$ cat src/rtl/anton_neopixel_bus_arbiter_pkg.sv
`default_nettype none
// ============================================================================
// Module      : anton_neopixel_bus_arbiter_pkg
// Description : Register map, CTRL bit positions, FSM states and transfer
//               owner encoding for the neopixel bus arbiter.
// Revision    : 1.0 - initial release
// ============================================================================
package anton_neopixel_bus_arbiter_pkg;

    localparam logic [13:0] REG_MAX_LO = 14'h2000;
    localparam logic [13:0] REG_MAX_HI = 14'h2001;
    localparam logic [13:0] REG_CTRL   = 14'h2002;
    localparam logic [13:0] REG_STATE  = 14'h2003;

    localparam int CTRL_INIT  = 0;
    localparam int CTRL_LIMIT = 1;
    localparam int CTRL_RUN   = 2;
    localparam int CTRL_LOOP  = 3;
    localparam int CTRL_BIT32 = 4;

    typedef enum logic [2:0] {
        ST_IDLE    = 3'd0,
        ST_XFER    = 3'd1,
        ST_WR_ACK  = 3'd2,
        ST_RD_WAIT = 3'd3,
        ST_RD_ACK  = 3'd4
    } state_t;

    typedef enum logic [1:0] {
        OWN_M0  = 2'd0,
        OWN_M1  = 2'd1,
        OWN_INT = 2'd2
    } owner_t;

    function automatic logic [7:0] ctrl_commit_word(input logic bit32,
                                                    input logic loop,
                                                    input logic limit);
        logic [7:0] w;
        w             = 8'h00;
        w[CTRL_BIT32] = bit32;
        w[CTRL_LOOP]  = loop;
        w[CTRL_RUN]   = 1'b1;
        w[CTRL_LIMIT] = limit;
        return w;
    endfunction

endpackage
`default_nettype wire

$ cat src/rtl/anton_neopixel_bus_arbiter_rr.sv
`default_nettype none
// ============================================================================
// Module      : anton_rr_arbiter2
// Description : Two-way round-robin arbiter; on a tie the requester granted
//               last loses. Pointer moves only when i_advance is asserted.
// Revision    : 1.0 - initial release
// ============================================================================
module anton_rr_arbiter2 (
    input  logic       clk,
    input  logic       rst,
    input  logic [1:0] i_req,
    input  logic       i_advance,
    output logic [1:0] o_grant,
    output logic       o_ptr
);

    logic ptr_q;
    logic ptr_d;

    always_comb begin
        if (i_req == 2'b11) begin
            o_grant = ptr_q ? 2'b10 : 2'b01;
        end else begin
            o_grant = i_req;
        end
        // after serving m0 the pointer favours m1, and vice versa
        ptr_d = (i_advance && (o_grant != 2'b00)) ? o_grant[0] : ptr_q;
    end

    always_ff @(posedge clk) begin
        if (rst) begin
            ptr_q <= 1'b0;
        end else begin
            ptr_q <= ptr_d;
        end
    end

    assign o_ptr = ptr_q;

endmodule
`default_nettype wire

$ cat src/rtl/anton_neopixel_bus_arbiter.sv
`default_nettype none
// ============================================================================
// Module      : anton_neopixel_bus_arbiter
// Description : Shares the neopixel core register/buffer bus between two
//               requesters and sequences frame commits (CTRL write + polling).
//               ANTON_NEOPIXEL_ARB_WRITE_LOCK_EN blocks pixel-buffer writes
//               from requesters while a frame is in flight.
// Revision    : 1.0 - initial release
// ============================================================================
module anton_neopixel_bus_arbiter
    import anton_neopixel_bus_arbiter_pkg::*;
#(
    parameter int POLL_INTERVAL = 64,
    parameter int POLL_BITS     = 7
) (
    input  logic        busClk,
    input  logic        busReset,
    input  logic        m0Req,
    input  logic        m0Write,
    input  logic [13:0] m0Addr,
    input  logic [7:0]  m0DataIn,
    output logic        m0Ack,
    output logic [7:0]  m0DataOut,
    input  logic        m1Req,
    input  logic        m1Write,
    input  logic [13:0] m1Addr,
    input  logic [7:0]  m1DataIn,
    output logic        m1Ack,
    output logic [7:0]  m1DataOut,
    input  logic        frameCommit,
    input  logic        cfgLoop,
    input  logic        cfg32bit,
    input  logic        cfgLimit,
    output logic        frameBusy,
    output logic        frameDone,
    output logic [13:0] busAddr,
    output logic [7:0]  busDataIn,
    output logic        busWrite,
    output logic        busRead,
    input  logic [7:0]  busDataOut
);

    localparam logic [POLL_BITS-1:0] TIMER_RELOAD = POLL_BITS'(POLL_INTERVAL - 1);

    state_t               state_q,   state_d;
    owner_t               owner_q,   owner_d;
    logic                 rw_q,      rw_d;
    logic                 loop_q,    loop_d;
    logic                 pending_q, pending_d;
    logic                 busy_q,    busy_d;
    logic                 done_q,    done_d;
    logic [POLL_BITS-1:0] timer_q,   timer_d;
    logic                 ack0_q,    ack0_d;
    logic                 ack1_q,    ack1_d;
    logic [7:0]           data0_q,   data0_d;
    logic [7:0]           data1_q,   data1_d;
    logic [13:0]          addr_q,    addr_d;
    logic [7:0]           wdata_q,   wdata_d;
    logic                 wr_q,      wr_d;
    logic                 rd_q,      rd_d;

    logic       lock0, lock1;
    logic [1:0] req_elig;
    logic [1:0] rr_grant;
    logic       rr_ptr;
    logic       rr_adv;
    logic       poll_due;
    logic       commit_due;

`ifdef ANTON_NEOPIXEL_ARB_WRITE_LOCK_EN
    assign lock0 = busy_q & m0Write & ~m0Addr[13];
    assign lock1 = busy_q & m1Write & ~m1Addr[13];
`else
    assign lock0 = 1'b0;
    assign lock1 = 1'b0;
`endif

    assign req_elig   = {m1Req & ~lock1, m0Req & ~lock0};
    assign poll_due   = busy_q && (timer_q == '0);
    assign commit_due = pending_q && !busy_q;

    anton_rr_arbiter2 u_rr (
        .clk       (busClk),
        .rst       (busReset),
        .i_req     (req_elig),
        .i_advance (rr_adv),
        .o_grant   (rr_grant),
        .o_ptr     (rr_ptr)
    );

    always_comb begin
        state_d   = state_q;
        owner_d   = owner_q;
        rw_d      = rw_q;
        loop_d    = loop_q;
        pending_d = pending_q | frameCommit;
        busy_d    = busy_q;
        done_d    = 1'b0;
        timer_d   = (busy_q && (timer_q != '0)) ? timer_q - 1'b1 : timer_q;
        ack0_d    = 1'b0;
        ack1_d    = 1'b0;
        data0_d   = data0_q;
        data1_d   = data1_q;
        addr_d    = '0;
        wdata_d   = '0;
        wr_d      = 1'b0;
        rd_d      = 1'b0;
        rr_adv    = 1'b0;

        case (state_q)
            ST_IDLE: begin
                if (poll_due) begin
                    owner_d = OWN_INT;
                    rw_d    = 1'b0;
                    addr_d  = REG_CTRL;
                    rd_d    = 1'b1;
                    state_d = ST_XFER;
                end else if (commit_due) begin
                    owner_d   = OWN_INT;
                    rw_d      = 1'b1;
                    addr_d    = REG_CTRL;
                    wdata_d   = ctrl_commit_word(cfg32bit, cfgLoop, cfgLimit);
                    wr_d      = 1'b1;
                    loop_d    = cfgLoop;
                    pending_d = frameCommit;
                    state_d   = ST_XFER;
                end else if (rr_grant != 2'b00) begin
                    rr_adv  = 1'b1;
                    state_d = ST_XFER;
                    // a tie resolves to the pointer, so rr_ptr selects m1 there
                    if (rr_grant[1] || (rr_grant == 2'b11 && rr_ptr)) begin
                        owner_d = OWN_M1;
                        rw_d    = m1Write;
                        addr_d  = m1Addr;
                        wdata_d = m1Write ? m1DataIn : 8'h00;
                        wr_d    = m1Write;
                        rd_d    = ~m1Write;
                    end else begin
                        owner_d = OWN_M0;
                        rw_d    = m0Write;
                        addr_d  = m0Addr;
                        wdata_d = m0Write ? m0DataIn : 8'h00;
                        wr_d    = m0Write;
                        rd_d    = ~m0Write;
                    end
                end
            end
            ST_XFER: begin
                state_d = rw_q ? ST_WR_ACK : ST_RD_WAIT;
                if (rw_q) begin
                    case (owner_q)
                        OWN_M0: ack0_d = 1'b1;
                        OWN_M1: ack1_d = 1'b1;
                        default: begin
                            // a looping frame never self-clears, so it is done at once
                            if (loop_q) begin
                                done_d = 1'b1;
                            end else begin
                                busy_d  = 1'b1;
                                timer_d = TIMER_RELOAD;
                            end
                        end
                    endcase
                end
            end
            ST_WR_ACK: state_d = ST_IDLE;
            ST_RD_WAIT: begin
                state_d = ST_RD_ACK;
                case (owner_q)
                    OWN_M0: begin
                        ack0_d  = 1'b1;
                        data0_d = busDataOut;
                    end
                    OWN_M1: begin
                        ack1_d  = 1'b1;
                        data1_d = busDataOut;
                    end
                    default: begin
                        if (!busDataOut[CTRL_RUN]) begin
                            busy_d = 1'b0;
                            done_d = 1'b1;
                        end else begin
                            timer_d = TIMER_RELOAD;
                        end
                    end
                endcase
            end
            ST_RD_ACK: state_d = ST_IDLE;
            default:   state_d = ST_IDLE;
        endcase
    end

    always_ff @(posedge busClk) begin
        if (busReset) begin
            state_q   <= ST_IDLE;
            owner_q   <= OWN_M0;
            rw_q      <= 1'b0;
            loop_q    <= 1'b0;
            pending_q <= 1'b0;
            busy_q    <= 1'b0;
            done_q    <= 1'b0;
            timer_q   <= '0;
            ack0_q    <= 1'b0;
            ack1_q    <= 1'b0;
            data0_q   <= '0;
            data1_q   <= '0;
            addr_q    <= '0;
            wdata_q   <= '0;
            wr_q      <= 1'b0;
            rd_q      <= 1'b0;
        end else begin
            state_q   <= state_d;
            owner_q   <= owner_d;
            rw_q      <= rw_d;
            loop_q    <= loop_d;
            pending_q <= pending_d;
            busy_q    <= busy_d;
            done_q    <= done_d;
            timer_q   <= timer_d;
            ack0_q    <= ack0_d;
            ack1_q    <= ack1_d;
            data0_q   <= data0_d;
            data1_q   <= data1_d;
            addr_q    <= addr_d;
            wdata_q   <= wdata_d;
            wr_q      <= wr_d;
            rd_q      <= rd_d;
        end
    end

    assign m0Ack     = ack0_q;
    assign m0DataOut = data0_q;
    assign m1Ack     = ack1_q;
    assign m1DataOut = data1_q;
    assign frameBusy = busy_q;
    assign frameDone = done_q;
    assign busAddr   = addr_q;
    assign busDataIn = wdata_q;
    assign busWrite  = wr_q;
    assign busRead   = rd_q;

endmodule
`default_nettype wire

$ cat config.mk
export PLATFORM = sky130hd
export DESIGN_NAME = anton_neopixel_bus_arbiter
export DESIGN_NICKNAME = d
export VERILOG_FILES = /design/src/rtl/anton_neopixel_bus_arbiter_pkg.sv /design/src/rtl/anton_neopixel_bus_arbiter_rr.sv /design/src/rtl/anton_neopixel_bus_arbiter.sv
export SDC_FILE = /design/constraint.sdc
export NUM_CORES = 1
export LEC_CHECK = 0
export CAP_MARGIN = 20
export CORE_MARGIN = 1
export CORE_UTILIZATION = 43
export DETAILED_ROUTE_END_ITERATION = 10
export DONT_BUFFER_PORTS = 1
export HOLD_SLACK_MARGIN = 0.12
export PLACE_DENSITY = 0.55
export SKIP_LAST_GASP = 1
export SLEW_MARGIN = 10
export SYNTH_ARGS = -nofsm -noshare
export SYNTH_HDL_FRONTEND = slang
export SYNTH_SLANG_ARGS = --single-unit
$ cat constraint.sdc
create_clock -name busClk -period 5 [get_ports busClk]
set_input_delay 1 -clock busClk [delete_from_list [all_inputs] [get_ports busClk]]
set_output_delay 1 -clock busClk [all_outputs]
set_load 0.03 [all_outputs]
==> results.json, run 1 <==
{
  "status": "complete, no violations",
  "synthArstFlopShare_pct": 0,
  "ir_drop_v": 0.000162,
  "top_usage_layer": "met2",
  "drive_gt1_share_pct": 9.19,
  "area_delta_synth_final_pct": 9.41,
  "io_pins": 106,
  "cpPeakStageDelay_ps": 700,
  "final_common_cell": "dfxtp_1",
  "fmax_ghz": 0.465,
  "setup_violations": 0,
  "end_kind": "flop",
  "ctsResizeCount": 0,
  "synth_edf_count": 0,
  "synth_area_leaders": "dfxtp_1, mux2i_1, a21oi_1, nand2_1, nor2_1",
  "numCtsBuffers": 9,
  "required_ps": 5240,
  "synth_nets": 347,
  "num_antenna_cells": 0,
  "hpwl_mm": 3.70,
  "min_path_type": "reg2reg",
  "cts_root_buf": "clkbuf_8",
  "drv_slew": 0,
  "timing.hold.ws_ps": 502,
  "grt_usage_pct": 18.8,
  "die_x_um": 77.4,
  "startpoint_type": "input pin",
  "grt_pass1_vias": 1823,
  "tns_ps": 0,
  "post_cts_buffers": 0,
  "yosysSeqAreaShare_pct": 49.1,
  "yosysUniqueCellTypes": 42,
  "die_h_um": 77.4,
  "fin_crit_sh_pct": 43.0,
  "yosys.area.top_type": "dfxtp_1",
  "critPathSlowestCell": "and2_1",
  "critical_path.cell_chain": "nand2b_1, and2_1, nand3_1, a211o_1, a21oi_1",
  "clockBufferDepth": 2,
  "synth_area_sq_um": 2450,
  "routed_wl_mm": 5.43,
  "postSynthAreaPerCell_sq_um": 8.64,
  "htreeDepth": 3,
  "antenna_found_initial": 0,
  "ctsHoldBuffers": 0,
  "grt_overflow": 0,
  "ys_warn_count": 0,
  "nFillCells": 545,
  "slew_headroom_pct": 43.4,
  "p_leak_nw": 1.03,
  "synth_top_flop_cell": "dfxtp_1",
  "drv_cap": 0,
  "syn_inst": 283,
  "synth_seq_cells": 60,
  "path_class": "in2reg",
  "fin_worst_skew_ps": 7.65,
  "power_density_nw_per_um2": 395,
  "drtIter0Drc": 58,
  "cts_tree": "yes",
  "grt_use_met3_pct": 6.59,
  "ant_nets": 0,
  "grt_pass1_wl_mm": 8.83,
  "place_congestion": 0.799,
  "die-area_sq_um": 5990,
  "grt_max_degree": 35,
  "remaining_drc_errors": 0,
  "firstDrtPassIters": 5,
  "final_cell_mix": "dfxtp_1, nand2_1, a21oi_1",
  "grtUsageMet1_pct": 24.0,
  "tightest_slew_ps": 849,
  "synth_top_cell_area_share_pct": 49.1,
  "clk_latency_ps": 320,
  "cts.clk_slew.worst_paths_ps": 60,
  "wl_per_cell_um": 15.3,
  "grt_use_met2_pct": 28.3,
  "fin_crit_ps": 2150,
  "start_util_pct": 44.4,
  "viasPerCell": 5.52,
  "crit_arrival_ps": 2390,
  "rows": 27,
  "coreArea_sq_um": 5510,
  "num_vias": 1958,
  "clkSinkCount": 60,
  "cp_max_fo": 24,
  "place.port_buffers": 0,
  "rsz0062_at_grt": "no",
  "hold_viol_final": 0,
  "final_nets": 343
}
-- synthesized netlist by cell type, drive strengths merged, types with 6 or more instances --
cell,instances
o21ai,9
a21oi,33
dfxtp,60
nand3,20
nor2,30
inv,6
nor3,6
mux2i,17
nand2,40
clkbuf,12
-- power by group --
| group | total, mW | switching (mW) | leakage (nW) | internal [mW] |
|---|---|---|---|---|
| clock network | 0.420 | 0.181 | 0.0979 | 0.238 |
| registers | 0.547 | 0.0461 | 0.488 | 0.500 |
| logic | 0.0918 | 0.0545 | 0.448 | 0.0373 |
| total | 1.06 | 0.282 | 1.03 | 0.776 |
-- metal layers --
layer	share of wire, %	up-vias	wire (um)
li1	-	969	-
met4	1.3	0	68
met3	6.6	6	361
met5	0	-	0
met1	47	922	2530
met2	45	61	2470
-- flip-flops by register name (all words and copies together), names as in the netlist --
| register | count |
|---|---|
| loop_q | 1 |
| frameDone | 1 |
| pending_q | 1 |
| state_q | 3 |
| timer_q | 7 |
| frameBusy | 1 |
| m0Ack | 1 |
| m0DataOut | 8 |
| owner_q | 2 |
| busAddr | 14 |
| busWrite | 1 |
| u_rr.o_ptr | 1 |
| m1Ack | 1 |
| rw_q | 1 |
| busDataIn | 8 |
| m1DataOut | 8 |
| busRead | 1 |
-- path summary, 6_finish.rpt --
path	from	to	slack, ps	cells after the start
max reg2reg	frameBusy$_SDFFE_PP0P_	busDataIn[3]$_SDFF_PP0_	3000	4
max	m0Req	busDataIn[1]$_SDFF_PP0_	2850	5
min reg2reg	pending_q$_SDFF_PP0_	pending_q$_SDFF_PP0_	500	2
min	pending_q$_SDFF_PP0_	pending_q$_SDFF_PP0_	500	2
-- critical path: cells and delay by family --
kind,cells,cell delay [ps]
and+or+nand+nor,3,970
AOI/OAI and AO/OA,2,420
-- final cells by class --
type | count | area, sq um | area share [%]
sequential | 60 | 1200 | 44.9
multi-input combinational | 201 | 1160 | 43.5
clock buffer | 10 | 138 | 5.14
tap | 72 | 90.1 | 3.37
clock inverter | 5 | 52.6 | 1.96
inverter | 6 | 22.5 | 0.842
timing repair buffer | 1 | 7.51 | 0.281
-- stage by stage --
step	instances	total power [mW]	util (%)	setup WS (ps)	instance area (sq um)
detailed placement	340	0.649	45.1	2550	2490
finish	355	1.06	48.6	2850	2680
global route	355	1.11	48.6	2710	2680
CTS	355	1.07	48.6	2880	2680
global placement	340	0.648	45.1	2610	2490
floorplan	283	0.635	-	2900	2450
-- logic make-up after synthesis --
kind of cell             count (synthesis)  share of synthesized area [%]
AND/OR/NAND/NOR                        120                           23.2
flip-flops                              60                           49.1
AO/OA/AOI/OAI                           58                           14.6
buffers and inverters                   22                           3.53
multiplexers                            18                           7.42
XOR/XNOR                                 3                           1.07
adder cells (fa/ha/maj)                  2                           1.02
No activity file was read; power rests on OpenSTA's default activity.
==> inputs of run 2 (changes only) <==
--- a/config.mk
+++ b/config.mk
@@ -11,7 +11,7 @@
 export DETAILED_ROUTE_END_ITERATION = 10
 export DONT_BUFFER_PORTS = 1
 export HOLD_SLACK_MARGIN = 0.12
-export PLACE_DENSITY = 0.55
+export PLACE_DENSITY = 0.57
 export SKIP_LAST_GASP = 1
 export SLEW_MARGIN = 10
 export SYNTH_ARGS = -nofsm -noshare
==> constraint.sdc (replaced) <==
create_clock -name busClk -period 1.9 [get_ports busClk]
set_input_delay 0.38 -clock busClk [delete_from_list [all_inputs] [get_ports busClk]]
set_output_delay 0.38 -clock busClk [all_outputs]
set_load 0.03 [all_outputs]
==> run 2 against run 1 <==
Against the previous run:
- first-iteration DRC count grew 16%
- via count grew 1.2%
- power grew to 2.9 times the previous value
- clock skew shrank 0.97 ps
- global-route usage is essentially flat
- routed wire length grew 1.9%
- sequential share of layout area shrank 2.6 points
- count of clock-buffer cells in the layout is the same
- core utilization grew 3.0 points
- clock power grew to 3.3 times the previous value
- largest power group unchanged
- highest routed layer unchanged
==> results.json, run 2 (same netlist as run 1, synthesis figures left out) <==
{
  "largest_reg_flops": 14,
  "clockBufferDepth": 2,
  "clk_latency_ps": 340,
  "layout_setup_ws_ps": 178,
  "clkSinkCount": 60,
  "viasPerCell": 5.35,
  "tightest_slew_ps": 510,
  "nFillCells": 538,
  "startpoint_type": "flop",
  "num_antenna_cells": 0,
  "final_cell_mix": "dfxtp_1, nand2_1, a21oi_1",
  "post_cts_buffers": 0,
  "cts_tree": "yes",
  "slew_headroom_pct": 65.9,
  "fmax_ghz": 0.581,
  "rsz0062_at_grt": "no",
  "start_util_pct": 44.4,
  "utilization_pct": 51.6,
  "switching_share_pct": 25.5,
  "fin_worst_skew_ps": 6.68,
  "place_congestion": 0.767,
  "final_nets": 357,
  "power_frac_clock_pct": 44.5,
  "drive_gt1_share_pct": 12.8,
  "routed_wl_mm": 5.54,
  "numCtsBuffers": 9,
  "io_pins": 106,
  "grt_overflow": 0,
  "status": "complete, no violations",
  "fin_crit_ps": 1720,
  "p_leak_nw": 1.13,
  "cp_num_buf_inv": 0,
  "internal_power_mw": 2.31,
  "final_common_cell": "dfxtp_1",
  "grt_pass1_vias": 1765,
  "drv_cap": 0,
  "hpwl_mm": 3.96,
  "ir_drop_v": 0.000518,
  "pwr-share-seq_pct": 46.2,
  "cts_root_buf": "clkbuf_8",
  "ctsHoldBuffers": 1,
  "grt_max_degree": 30,
  "fin_crit_sh_pct": 90.6,
  "drv_slew": 0,
  "pre_cts_slack_ps": 165,
  "die-area_sq_um": 5990,
  "min_path_type": "in2reg",
  "ctsResizeCount": 0,
  "grt_usage_pct": 18.8,
  "rows": 27,
  "coreArea_sq_um": 5510,
  "wl_per_cell_um": 15.0,
  "drtIter0Drc": 67,
  "power_frac_comb_pct": 9.3,
  "power_density_nw_per_um2": 1090,
  "cts.clk_slew.worst_paths_ps": 60,
  "cpPeakStageDelay_ps": 580,
  "place.port_buffers": 0,
  "critical_path.cell_chain": "or4_4, o21ba_4, nand3_2, o21ai_0",
  "required_ps": 2110,
  "path_class": "reg2reg",
  "antenna_found_initial": 0,
  "setup_violations": 0,
  "firstDrtPassIters": 4,
  "remaining_drc_errors": 0,
  "p_switching_uw": 790,
  "critPathSlowestCell": "or4_4",
  "grt_pass1_wl_mm": 8.56,
  "design_area_sq_um": 2840,
  "cp_max_fo": 17,
  "placedInstanceArea_sq_um": 2570,
  "crit_arrival_ps": 1930,
  "num_vias": 1981,
  "cp_top_family": "simple AND/OR/NAND/NOR gates",
  "htreeDepth": 3,
  "die_h_um": 77.4,
  "end_kind": "flop",
  "ant_nets": 0,
  "tns_ps": 0,
  "area_delta_synth_final_pct": 16.3,
  "hold_viol_final": 0,
  "die_x_um": 77.4
}
## run 2: routing by layer
| metal | track usage (%) | share of wire [%] | wire length, um |
|---|---|---|---|
| met5 | 0 | 0 | 0 |
| met4 | 11.3 | 2.4 | 131 |
| met3 | 8.12 | 9.3 | 513 |
| met2 | 29.6 | 45 | 2520 |
| met1 | 20.9 | 43 | 2370 |
## run 2: path summary, 6_finish.rpt
check                         from                 endpoint  slack [ps]  cells past startpoint
min                       busReset    timer_q[3]$_SDFF_PP0_         140                      1
max reg2reg  timer_q[3]$_SDFF_PP0_  busDataIn[3]$_SDFF_PP0_         180                      4
min reg2reg   pending_q$_SDFF_PP0_     pending_q$_SDFF_PP0_         490                      2
max          timer_q[3]$_SDFF_PP0_  busDataIn[3]$_SDFF_PP0_         180                      4
## run 2: worst reg2reg max path, cell delays in order (launching register included)
cell     delay [ps]
dfxtp_1         340
or4_4           580
o21ba_4         270
nand3_2         270
o21ai_0         140
## run 2: final cells by class
class	instances	area (sq um)	area share (%)
well taps	72	90.1	3.17
inverters	6	22.5	0.792
multi-input cells	201	1160	41.0
clock inverters	6	113	3.96
clock buffers	10	128	4.49
repair buffers	15	125	4.40
flip-flops and latches	60	1200	42.2
## run 2: per-stage QoR
stage | std cells | hold WS (ps) | total power [mW]
after floorplan | 283 | 462 | 1.67
after global placement | 351 | 452 | 1.73
after detailed placement | 351 | 455 | 1.74
after CTS | 368 | 120 | 3.14
after global routing | 370 | 142 | 3.23
final | 370 | 141 | 3.10
## run 2: power by group through the flow
stage / Clock, mW / Combinational [mW] / Sequential (mW)
floorplan: 0 / 0.222 / 1.45
global placement: 0 / 0.271 / 1.46
detailed placement: 0 / 0.274 / 1.46
CTS: 1.42 / 0.286 / 1.43
global route: 1.47 / 0.325 / 1.44
finish: 1.38 / 0.288 / 1.43
